$ cat src/rtl/ksa_swap_fsm.sv
// RC4 key-scheduling stage: walks s_RAM once, j += s[i] + key[i mod KEY_BYTES],
// swaps s[i]/s[j], then pulses stop for one cycle.
// Ports: clock, reset (sync, active-high), start, secret_key (byte 0 = MSB),
//        q (RAM read data), address/data/wren (RAM bus), stop (done pulse).
// Option: define KSA_SKIP_SELF_SWAP_EN to skip both writes when i == j.
module ksa_swap_fsm #(
  parameter int KEY_BYTES = 3
) (
  input  logic                   clock,
  input  logic                   reset,
  input  logic                   start,
  input  logic [8*KEY_BYTES-1:0] secret_key,
  input  logic [7:0]             q,
  output logic [7:0]             address,
  output logic [7:0]             data,
  output logic                   wren,
  output logic                   stop
);

  localparam int KW = (KEY_BYTES > 1) ? $clog2(KEY_BYTES) : 1;
  localparam logic [KW-1:0] K_LAST = KW'(KEY_BYTES - 1);

  typedef enum logic [3:0] {
    S_IDLE,
    S_READ_I,
    S_WAIT_I,
    S_CALC_J,
    S_READ_J,
    S_WAIT_J,
    S_LATCH_J,
    S_WRITE_I,
    S_WRITE_J,
    S_NEXT,
    S_DONE
  } state_t;

  state_t        r_state;
  state_t        w_next;
  logic [7:0]    r_i;
  logic [7:0]    r_j;
  logic [7:0]    r_si;
  logic [7:0]    r_sj;
  logic [KW-1:0] r_k;
  logic [7:0]    w_key;

  // Key byte k, counted from the MSB end of secret_key.
  always_comb begin
    w_key = '0;
    for (int b = 0; b < KEY_BYTES; b++) begin
      if (r_k == KW'(b)) begin
        w_key = secret_key[8*(KEY_BYTES-1-b) +: 8];
      end
    end
  end

  always_ff @(posedge clock) begin
    if (reset) begin
      r_state <= S_IDLE;
    end else begin
      r_state <= w_next;
    end
  end

  always_ff @(posedge clock) begin
    if (reset) begin
      r_i  <= '0;
      r_j  <= '0;
      r_k  <= '0;
      r_si <= '0;
      r_sj <= '0;
    end else begin
      case (r_state)
        S_CALC_J: begin
          r_si <= q;
          r_j  <= r_j + q + w_key;
        end
        S_LATCH_J: begin
          r_sj <= q;
        end
        S_NEXT: begin
          if (r_i != 8'hFF) begin
            r_i <= r_i + 8'd1;
            r_k <= (r_k == K_LAST) ? '0 : r_k + 1'b1;
          end
        end
        S_DONE: begin
          r_i <= '0;
          r_j <= '0;
          r_k <= '0;
        end
        default: begin
        end
      endcase
    end
  end

  always_comb begin
    w_next = r_state;
    case (r_state)
      S_IDLE:    if (start) w_next = S_READ_I;
      S_READ_I:  w_next = S_WAIT_I;
      S_WAIT_I:  w_next = S_CALC_J;
      S_CALC_J:  w_next = S_READ_J;
      S_READ_J:  w_next = S_WAIT_J;
      S_WAIT_J:  w_next = S_LATCH_J;
`ifdef KSA_SKIP_SELF_SWAP_EN
      // A self-swap leaves the RAM unchanged, so both writes are dropped.
      S_LATCH_J: w_next = (r_i == r_j) ? S_NEXT : S_WRITE_I;
`else
      S_LATCH_J: w_next = S_WRITE_I;
`endif
      S_WRITE_I: w_next = S_WRITE_J;
      S_WRITE_J: w_next = S_NEXT;
      S_NEXT:    w_next = (r_i == 8'hFF) ? S_DONE : S_READ_I;
      S_DONE:    w_next = S_IDLE;
      default:   w_next = S_IDLE;
    endcase
  end

  always_comb begin
    address = '0;
    data    = '0;
    wren    = 1'b0;
    stop    = 1'b0;
    case (r_state)
      S_READ_I,
      S_WAIT_I:  address = r_i;
      S_READ_J,
      S_WAIT_J:  address = r_j;
      S_WRITE_I: begin
        address = r_i;
        data    = r_sj;
        wren    = 1'b1;
      end
      S_WRITE_J: begin
        address = r_j;
        data    = r_si;
        wren    = 1'b1;
      end
      S_DONE:    stop = 1'b1;
      default: begin
      end
    endcase
  end

endmodule

$ cat config.mk
export PLATFORM = sky130hd
export DESIGN_NAME = ksa_swap_fsm
export DESIGN_NICKNAME = d
export VERILOG_FILES = /design/src/rtl/ksa_swap_fsm.sv
export SDC_FILE = /design/constraint.sdc
export NUM_CORES = 1
export LEC_CHECK = 0
export CAP_MARGIN = 40
export CORE_ASPECT_RATIO = 0.6
export CORE_MARGIN = 2
export CORE_UTILIZATION = 25
export DETAILED_ROUTE_END_ITERATION = 6
export GPL_TIMING_DRIVEN = 0
export PLACE_DENSITY = 0.42
export SYNTH_ARGS = -nofsm -noshare
export SYNTH_HDL_FRONTEND = slang
export SYNTH_SLANG_ARGS = --single-unit
$ cat constraint.sdc
create_clock -name clock -period 3.8 [get_ports clock]
set_input_delay 0.95 -clock clock [delete_from_list [all_inputs] [get_ports clock]]
set_output_delay 0.95 -clock clock [all_outputs]
set_load 0.005 [all_outputs]
==> out/qor.json, run 1 <==
{
  "outcome": "finished, final reports clean",
  "synthCells": 308,
  "yosys.area_share.xor_xnor": 0.0390,
  "cts-htree-levels": 2,
  "crit_path_start_kind": "flip-flop",
  "core_area_sq_um": 9740,
  "synth_edf_count": 0,
  "synthAdderAreaFrac": 0.100,
  "post_dp_cell_area_sq_um": 3150,
  "floorplan.initialDensity": 0.254,
  "detail_route.wl_per_cell_microns": 15.8,
  "viasPerCell": 4.64,
  "finalPower_uw": 1060,
  "first_pass_grt_wire_length_microns": 12400,
  "remaining_drc_errors": 0,
  "timing.critical_path.fanout_max": 10,
  "first_global_vias": 2140,
  "totalNegativeSetupSlack_ps": 0,
  "peakVddDrop_mv": 0.151,
  "maxSlewViolCount": 0,
  "rows": 28,
  "postSynth.asyncResetShare": 0,
  "io_buffer_count": 51,
  "floorplan.die_area_sq_um": 10700,
  "synth_simple_gate_area_frac": 0.219,
  "via_count": 2327,
  "postSynth.topFlopCell": "sky130_fd_sc_hd__dfxtp_1",
  "worst_hold_startpoint": "r_si[2]",
  "drv.max_cap_violation_count": 0,
  "globalRouteMet3Util": 0.0343,
  "tritoncts.num_buffers": 5,
  "post_cts_resize_count": 0,
  "r2r_setup_slack_ps": 820,
  "hpwlAfterDp_microns": 6150,
  "post_cts.repair.setup_buffers": 0,
  "cts-hold-fix-buffers": 0,
  "syn2layout_area_growth_pct": 34.2,
  "first_iter_violations": 107,
  "hold_class": "flip-flop to flip-flop",
  "cts_sinks": 38,
  "drt_pass1_iterations": 5,
  "tritoncts": "built",
  "drt_wl_total_microns": 7950,
  "postRouteAntennaNets": 0,
  "powerDensity_nw_per_um2": 321,
  "grt.busiest_layer": "met1",
  "grt_max_degree": 12,
  "post_synthesis_net_count": 358,
  "setup.worst_path.end_class": "primary output",
  "hold-path-cell-count": 2,
  "grt_antenna_before_repair": 0,
  "maximum_clock_rate_ghz": 0.277,
  "leakage_uw": 0.00120,
  "postSynthAreaPerCell_sq_um": 8.02,
  "crit_required_ps": 2850,
  "maxSlewHeadroom": 0.438,
  "grt_setup_unrepaired": "false",
  "worstPathArrival_ps": 2650,
  "synth_cell_area_sq_um": 2470,
  "report.final.setup_viol": 0,
  "grt_use_total": 0.153,
  "fin_nets": 416,
  "r2r-end": "r_j[7]",
  "clkSlewWorstSetupHoldPaths_ps": 60,
  "combinational_family_with_the_most_area_after_synthesis": "simple AND/OR/NAND/NOR gates",
  "overall_die_height_microns": 81.0,
  "gr-usage-met2": 0.191,
  "clk_latency_ps": 290,
  "boundaryPins": 53,
  "cts_root_buf": "sky130_fd_sc_hd__clkbuf_16",
  "die_w_microns": 132,
  "hold-path-endpoint": "r_si[2]",
  "post_synth_mux_area_share": 0.0811,
  "min_period_ps": 3600,
  "synth.largest_area_cell": "sky130_fd_sc_hd__dfxtp_1",
  "synth_compound_area_frac": 0.196,
  "ys_top_cells_by_area": "sky130_fd_sc_hd__dfxtp_1 (31%), sky130_fd_sc_hd__mux2i_1 (8.1%), sky130_fd_sc_hd__nand2_1 (6.7%)",
  "report.final.hold_viol_count": 0,
  "crit_type": "flip-flop to primary output",
  "globalRoute.totalOverflow": 0,
  "portion_of_synthesized_cell_area_occupied_by_the_leading_cell_type": 0.308,
  "fin_crit_share": 0.948,
  "finClkSkew_ps": 7.73,
  "antenna_cells": 0,
  "post_layout_instance_area_sq_um": 3320,
  "finalCoreUtilization": 0.340,
  "final_layout_size_suffix_gt1_frac": 0.0736,
  "use_met1": 0.248,
  "ys_ff_latch": 38,
  "max_clock_buf_depth": 2,
  "synth_sequential_area_ratio": 0.308,
  "globalplace.congestion": 0.812,
  "ys.warnings.count": 0,
  "synthDistinctLibCells": 46,
  "worst_r2r_path_depth": 10,
  "start_of_the_worst_register_to_register_path": "r_k[1]",
  "pin_slew_with_the_least_headroom_to_its_limit_ps": 840
}
==> kinds of logic after synthesis <==
family | count (synthesis)
AND/OR/NAND/NOR | 117
XOR/XNOR | 11
adder cells (fa/ha/maj) | 15
multiplexers | 20
buffers and inverters | 30
AO/OA/AOI/OAI | 77
flip-flops | 38
==> cell type report <==
| cell class | instances | area, sq um |
|---|---|---|
| well taps | 135 | 169 |
| inverters | 10 | 37.5 |
| repair buffers | 51 | 510 |
| multi-input cells | 240 | 1570 |
| flip-flops and latches | 38 | 761 |
| fillers | 1066 | 6420 |
| clock buffers | 8 | 166 |
| plain buffers | 20 | 103 |
==> state kept, by name (all words and copies together), names as in the netlist <==
| name | flops |
|---|---|
| r_state | 4 |
| r_sj | 8 |
| r_si | 8 |
| r_i | 8 |
| r_k | 2 |
| r_j | 8 |
==> worst max path at each step <==
stage / depth (start not counted) / endpoint / startpoint
final: 6 / address[3] / r_state[1]
after global routing: 6 / address[3] / r_state[1]
after CTS: 10 / r_j[7] / secret_key[3]
after detailed placement: 10 / r_j[7] / secret_key[3]
after global placement: 10 / r_j[7] / secret_key[3]
after floorplan: 11 / r_j[7] / secret_key[1]
==> cells in the final DEF (no fill, tap or decap), types with 2 or more instances in the layout <==
cell	netlist	layout
sky130_fd_sc_hd__a211oi_1	3	3
sky130_fd_sc_hd__a21oi_1	30	30
sky130_fd_sc_hd__a22o_1	8	8
sky130_fd_sc_hd__a22oi_1	7	7
sky130_fd_sc_hd__and3_1	2	2
sky130_fd_sc_hd__buf_1	2	2
sky130_fd_sc_hd__buf_2	10	10
sky130_fd_sc_hd__buf_4	2	2
sky130_fd_sc_hd__clkbuf_1	5	5
sky130_fd_sc_hd__clkbuf_16	0	5
sky130_fd_sc_hd__clkbuf_8	0	3
sky130_fd_sc_hd__clkdlybuf4s50_1	0	51
sky130_fd_sc_hd__dfxtp_1	38	38
sky130_fd_sc_hd__fa_1	8	8
sky130_fd_sc_hd__ha_1	7	7
sky130_fd_sc_hd__inv_1	10	10
sky130_fd_sc_hd__mux2i_1	20	20
sky130_fd_sc_hd__nand2_1	44	44
sky130_fd_sc_hd__nand2b_1	2	2
sky130_fd_sc_hd__nand3_1	8	8
sky130_fd_sc_hd__nand4_1	3	3
sky130_fd_sc_hd__nor2_1	38	38
sky130_fd_sc_hd__nor2b_1	5	5
sky130_fd_sc_hd__nor3_1	4	4
sky130_fd_sc_hd__nor3b_2	2	2
sky130_fd_sc_hd__o21ai_0	9	7
sky130_fd_sc_hd__o21ai_1	8	10
sky130_fd_sc_hd__o31ai_1	2	2
sky130_fd_sc_hd__o41ai_1	2	2
sky130_fd_sc_hd__xnor2_1	6	6
sky130_fd_sc_hd__xor2_1	5	5
==> critical path, stage by stage (launching register included) <==
cell                              delay [ps]
sky130_fd_sc_hd__dfxtp_1                 440
sky130_fd_sc_hd__clkbuf_1                480
sky130_fd_sc_hd__nand2_1                 160
sky130_fd_sc_hd__nor2_1                  490
sky130_fd_sc_hd__nand2_1                 100
sky130_fd_sc_hd__o21ai_1                 150
sky130_fd_sc_hd__clkdlybuf4s50_1         540
==> cell usage after synthesis (2+ instances only) <==
cell type / instances
sky130_fd_sc_hd__dfxtp_1: 38
sky130_fd_sc_hd__nor3_1: 4
sky130_fd_sc_hd__mux2i_1: 20
sky130_fd_sc_hd__o31ai_1: 2
sky130_fd_sc_hd__a22o_1: 8
sky130_fd_sc_hd__a22oi_1: 7
sky130_fd_sc_hd__buf_2: 10
sky130_fd_sc_hd__inv_1: 10
sky130_fd_sc_hd__a211oi_1: 3
sky130_fd_sc_hd__buf_4: 2
sky130_fd_sc_hd__xor2_1: 5
sky130_fd_sc_hd__and3_1: 2
sky130_fd_sc_hd__nand3_1: 8
sky130_fd_sc_hd__fa_1: 8
sky130_fd_sc_hd__clkbuf_1: 5
sky130_fd_sc_hd__o41ai_1: 2
sky130_fd_sc_hd__a21oi_1: 30
sky130_fd_sc_hd__nand2b_1: 2
sky130_fd_sc_hd__nor3b_2: 2
sky130_fd_sc_hd__o21ai_1: 8
sky130_fd_sc_hd__ha_1: 7
sky130_fd_sc_hd__nor2b_1: 5
sky130_fd_sc_hd__nand2_1: 44
sky130_fd_sc_hd__o21ai_0: 9
sky130_fd_sc_hd__nor2_1: 38
sky130_fd_sc_hd__xnor2_1: 6
sky130_fd_sc_hd__nand4_1: 3
sky130_fd_sc_hd__buf_1: 2
==> power breakdown <==
| part | switching [uW] | internal (uW) | total, uW |
|---|---|---|---|
| logic | 100 | 83.5 | 184 |
| clock network | 169 | 297 | 467 |
| registers | 7.95 | 406 | 414 |
==> through the flow <==
step                      instances  hold WS, ps  setup WS (ps)
final                           502          459            196
after CTS                       502          462            128
after detailed placement        494          453           -160
after global placement          494          447           -185
after global routing            502          483           13.3
after floorplan                 308          437            807
==> layer usage <==
| layer | vias to the layer above | share of wire |
|---|---|---|
| met5 | - | 0 |
| met4 | 0 | 0.011 |
| met3 | 8 | 0.055 |
| met2 | 60 | 0.35 |
| met1 | 1073 | 0.58 |
| li1 | 1186 | - |
No activity file was read; power rests on OpenSTA's default activity.
==> inputs of run 2 (changes only) <==
- RECOVER_POWER: default -> 25
- SKIP_LAST_GASP: default -> 1
==> run 2 against run 1 <==
  * Clock skew decreased by 1.3 ps
  * Global-route usage unchanged
  * Sequential share of layout area barely moved
  * Non-clock buffer count stayed put
  * Largest power group unchanged
==> out/qor.json, run 2 (same netlist as run 1, synthesis figures left out) <==
{
  "crit_type": "flip-flop to primary output",
  "maxSlewHeadroom": {"value": 0.447, "change": "+0.00945"},
  "finalPower": {"value": 1060, "unit": "uW", "change": "-0.19%"},
  "maximum_clock_rate": {"value": 0.278, "unit": "GHz", "change": "about the same"},
  "max_clock_buf_depth": {"value": 2, "change": "unchanged"},
  "crit_top_cell": "sky130_fd_sc_hd__nand2_1",
  "antenna_cells": {"value": 0, "change": "unchanged"},
  "finClkSkew": {"value": 6.43, "unit": "ps", "change": "-1.29 ps"},
  "timing.critical_path.cells": "clkbuf_1 -> nand2_1 -> nor2_1 -> nand2_1 -> o21ai_1 -> clkdlybuf4s50_1",
  "syn2layout_area_growth_pct": 34.1,
  "cts-htree-levels": {"value": 2, "change": "unchanged"},
  "worst_r2r_path_depth": {"value": 11, "change": "+1"},
  "first_iter_violations": {"value": 116, "change": "+8.4%"},
  "grt_setup_unrepaired": "false",
  "outcome": "finished, final reports clean",
  "powerDensity": {"value": 321, "unit": "nW/um^2", "change": "about the same"},
  "layout_common_cells": "sky130_fd_sc_hd__clkdlybuf4s50_1 (50), sky130_fd_sc_hd__nand2_1 (45), sky130_fd_sc_hd__nor2_1 (38), sky130_fd_sc_hd__dfxtp_1 (38), sky130_fd_sc_hd__a21oi_1 (30)",
  "postRouteAntennaNets": {"value": 0, "change": "unchanged"},
  "core_area": {"value": 9740, "unit": "sq um", "change": "unchanged"},
  "floorplan.die_area": {"value": 10700, "unit": "sq um", "change": "unchanged"},
  "post_dp_cell_area": {"value": 3150, "unit": "sq um", "change": "unchanged"},
  "globalplace.congestion": {"value": 0.812, "change": "unchanged"},
  "hpwlAfterDp": {"value": 6150, "unit": "microns", "change": "unchanged"},
  "timing.critical_path.from": "r_state[1]",
  "pwr-share-clk": {"value": 0.438, "change": "about the same"},
  "cts_sinks": {"value": 38, "change": "unchanged"},
  "tritoncts": "built",
  "first_pass_grt_wire_length": {"value": 12400, "unit": "microns", "change": "unchanged"},
  "overall_die_height": {"value": 81.0, "unit": "microns", "change": "unchanged"},
  "setup.worst_path.end_class": "primary output",
  "crit_path_start_kind": "flip-flop",
  "peakVddDrop": {"value": 0.150, "unit": "mV", "change": "-0.33%"},
  "clkSlewWorstSetupHoldPaths": {"value": 60, "unit": "ps", "change": "about the same"},
  "first_global_vias": {"value": 2140, "change": "unchanged"},
  "start_of_the_worst_register_to_register_path": "r_k[1]",
  "io_buffer_count": {"value": 51, "change": "unchanged"},
  "crit_path_top_delay_cell": "sky130_fd_sc_hd__clkdlybuf4s50_1",
  "report.final.setup_viol": {"value": 0, "change": "unchanged"},
  "post_layout_instance_area": {"value": 3310, "unit": "sq um", "change": "-0.11%"},
  "combinationalPowerShare": {"value": 0.172, "change": "about the same"},
  "boundaryPins": {"value": 53, "change": "unchanged"},
  "r2r-end": "r_j[7]",
  "viasPerCell": {"value": 4.62, "change": "-0.30%"},
  "fin_nets": {"value": 416, "change": "unchanged"},
  "fin_crit_share": {"value": 0.948, "change": "about the same"},
  "grt_max_degree": {"value": 12, "change": "unchanged"},
  "globalRoute.totalOverflow": {"value": 0, "change": "unchanged"},
  "power_switching": {"value": 276, "unit": "uW", "change": "-0.56%"},
  "drt_pass1_iterations": {"value": 4, "change": "-1"},
  "seq_power_share": {"value": 0.390, "change": "about the same"},
  "drt_wl_total": {"value": 7960, "unit": "microns", "change": "+0.11%"},
  "tritoncts.num_buffers": {"value": 5, "change": "unchanged"},
  "power.internal": {"value": 787, "unit": "uW", "change": "about the same"},
  "detail_route.wl_per_cell": {"value": 15.9, "unit": "microns", "change": "+0.11%"},
  "crit_path_max_incr_delay": {"value": 540, "unit": "ps", "change": "about the same"},
  "cts_root_buf": "sky130_fd_sc_hd__clkbuf_16",
  "clk_latency": {"value": 290, "unit": "ps", "change": "about the same"},
  "min_period": {"value": 3600, "unit": "ps", "change": "-1.67 ps"},
  "leakage": {"value": 0.00119, "unit": "uW", "change": "-0.28%"},
  "drv.max_cap_violation_count": {"value": 0, "change": "unchanged"},
  "finalHoldWorstSlack": {"value": 459, "unit": "ps", "change": "+0.137 ps"},
  "grt_antenna_before_repair": {"value": 0, "change": "unchanged"},
  "destination_of_the_critical_timing_path": "address[3]",
  "via_count": {"value": 2320, "change": "-0.30%"},
  "timing.critical_path.fanout_max": {"value": 10, "change": "unchanged"},
  "worstPathArrival": {"value": 2650, "unit": "ps", "change": "about the same"},
  "most_common_cell_after_layout_fill_and_taps_aside": "sky130_fd_sc_hd__clkdlybuf4s50_1",
  "cts-hold-fix-buffers": {"value": 0, "change": "unchanged"},
  "pin_slew_with_the_least_headroom_to_its_limit": {"value": 826, "unit": "ps", "change": "-14.1 ps"},
  "report.final.hold_viol_count": {"value": 0, "change": "unchanged"},
  "maxSlewViolCount": {"value": 0, "change": "unchanged"},
  "netSwitchingFraction": {"value": 0.260, "change": "-0.000948"},
  "r2r_setup_slack": {"value": 840, "unit": "ps", "change": "+20 ps"},
  "crit_required": {"value": 2850, "unit": "ps", "change": "about the same"},
  "final_layout_size_suffix_gt1_frac": {"value": 0.0681, "change": "-0.00545"},
  "floorplan.initialDensity": {"value": 0.254, "change": "unchanged"},
  "grt_use_total": {"value": 0.153, "change": "unchanged"},
  "die_w": {"value": 132, "unit": "microns", "change": "unchanged"},
  "rows": {"value": 28, "change": "unchanged"},
  "remaining_drc_errors": {"value": 0, "change": "unchanged"},
  "hold_class": "flip-flop to flip-flop"
}
run 2: critical path, delay by kind of cell, from the launching register on:
kind | cells | cell delay [ps]
buf+inv | 2 | 1020
simple gates | 3 | 760
flops | 1 | 440
compound gates | 1 | 150
run 2: cell type report:
cell class	instances	area (sq um)
inverters	10	37.5
repair buffers	51	510
well taps	135	169
multi-input cells	240	1570
flip-flops and latches	38	761
fillers	1067	6430
clock buffers	8	166
plain buffers	20	101
run 2: power groups by stage:
stage               Sequential (uW)  Clock [uW]  Combinational [uW]
floorplan                       420           0                 108
global placement                423           0                 182
detailed placement              423           0                 183
CTS                             414         480                 184
global route                    415         493                 206
finish                          414         466                 183
run 2: layer usage:
layer | part of all wire | global-route usage | routed length, microns
met1 | 0.58 | 0.248 | 4630
met2 | 0.35 | 0.191 | 2780
met3 | 0.058 | 0.0343 | 459
met4 | 0.011 | 0.0419 | 86
met5 | 0 | 0 | 0
run 2: repair_timing:
| action | in CTS | in global routing |
|---|---|---|
| resized for setup | 0 | 2 |
| hold endpoints to repair | 0 | 0 |
| setup endpoints to repair | 0 | 1 |
| buffers inserted | 0 | 0 |
run 2: worst min-delay path by stage:
stage               cells after the start     from  endpoint  slack [ps]
floorplan                               2  r_si[0]   r_si[0]         440
global placement                        2  r_si[1]   r_si[1]         450
detailed placement                      2  r_si[1]   r_si[1]         450
CTS                                     2  r_si[1]   r_si[1]         460
global route                            2  r_si[3]   r_si[3]         480
finish                                  2  r_si[7]   r_si[7]         460
run 2: stage by stage:
step	utilization	setup TNS, ps	instances	setup WS (ps)
global placement	0.323	-185	494	-185
floorplan	-	0	308	807
CTS	0.340	0	502	128
finish	0.340	0	502	198
detailed placement	0.323	-174	494	-160
global route	0.340	0	502	13.3
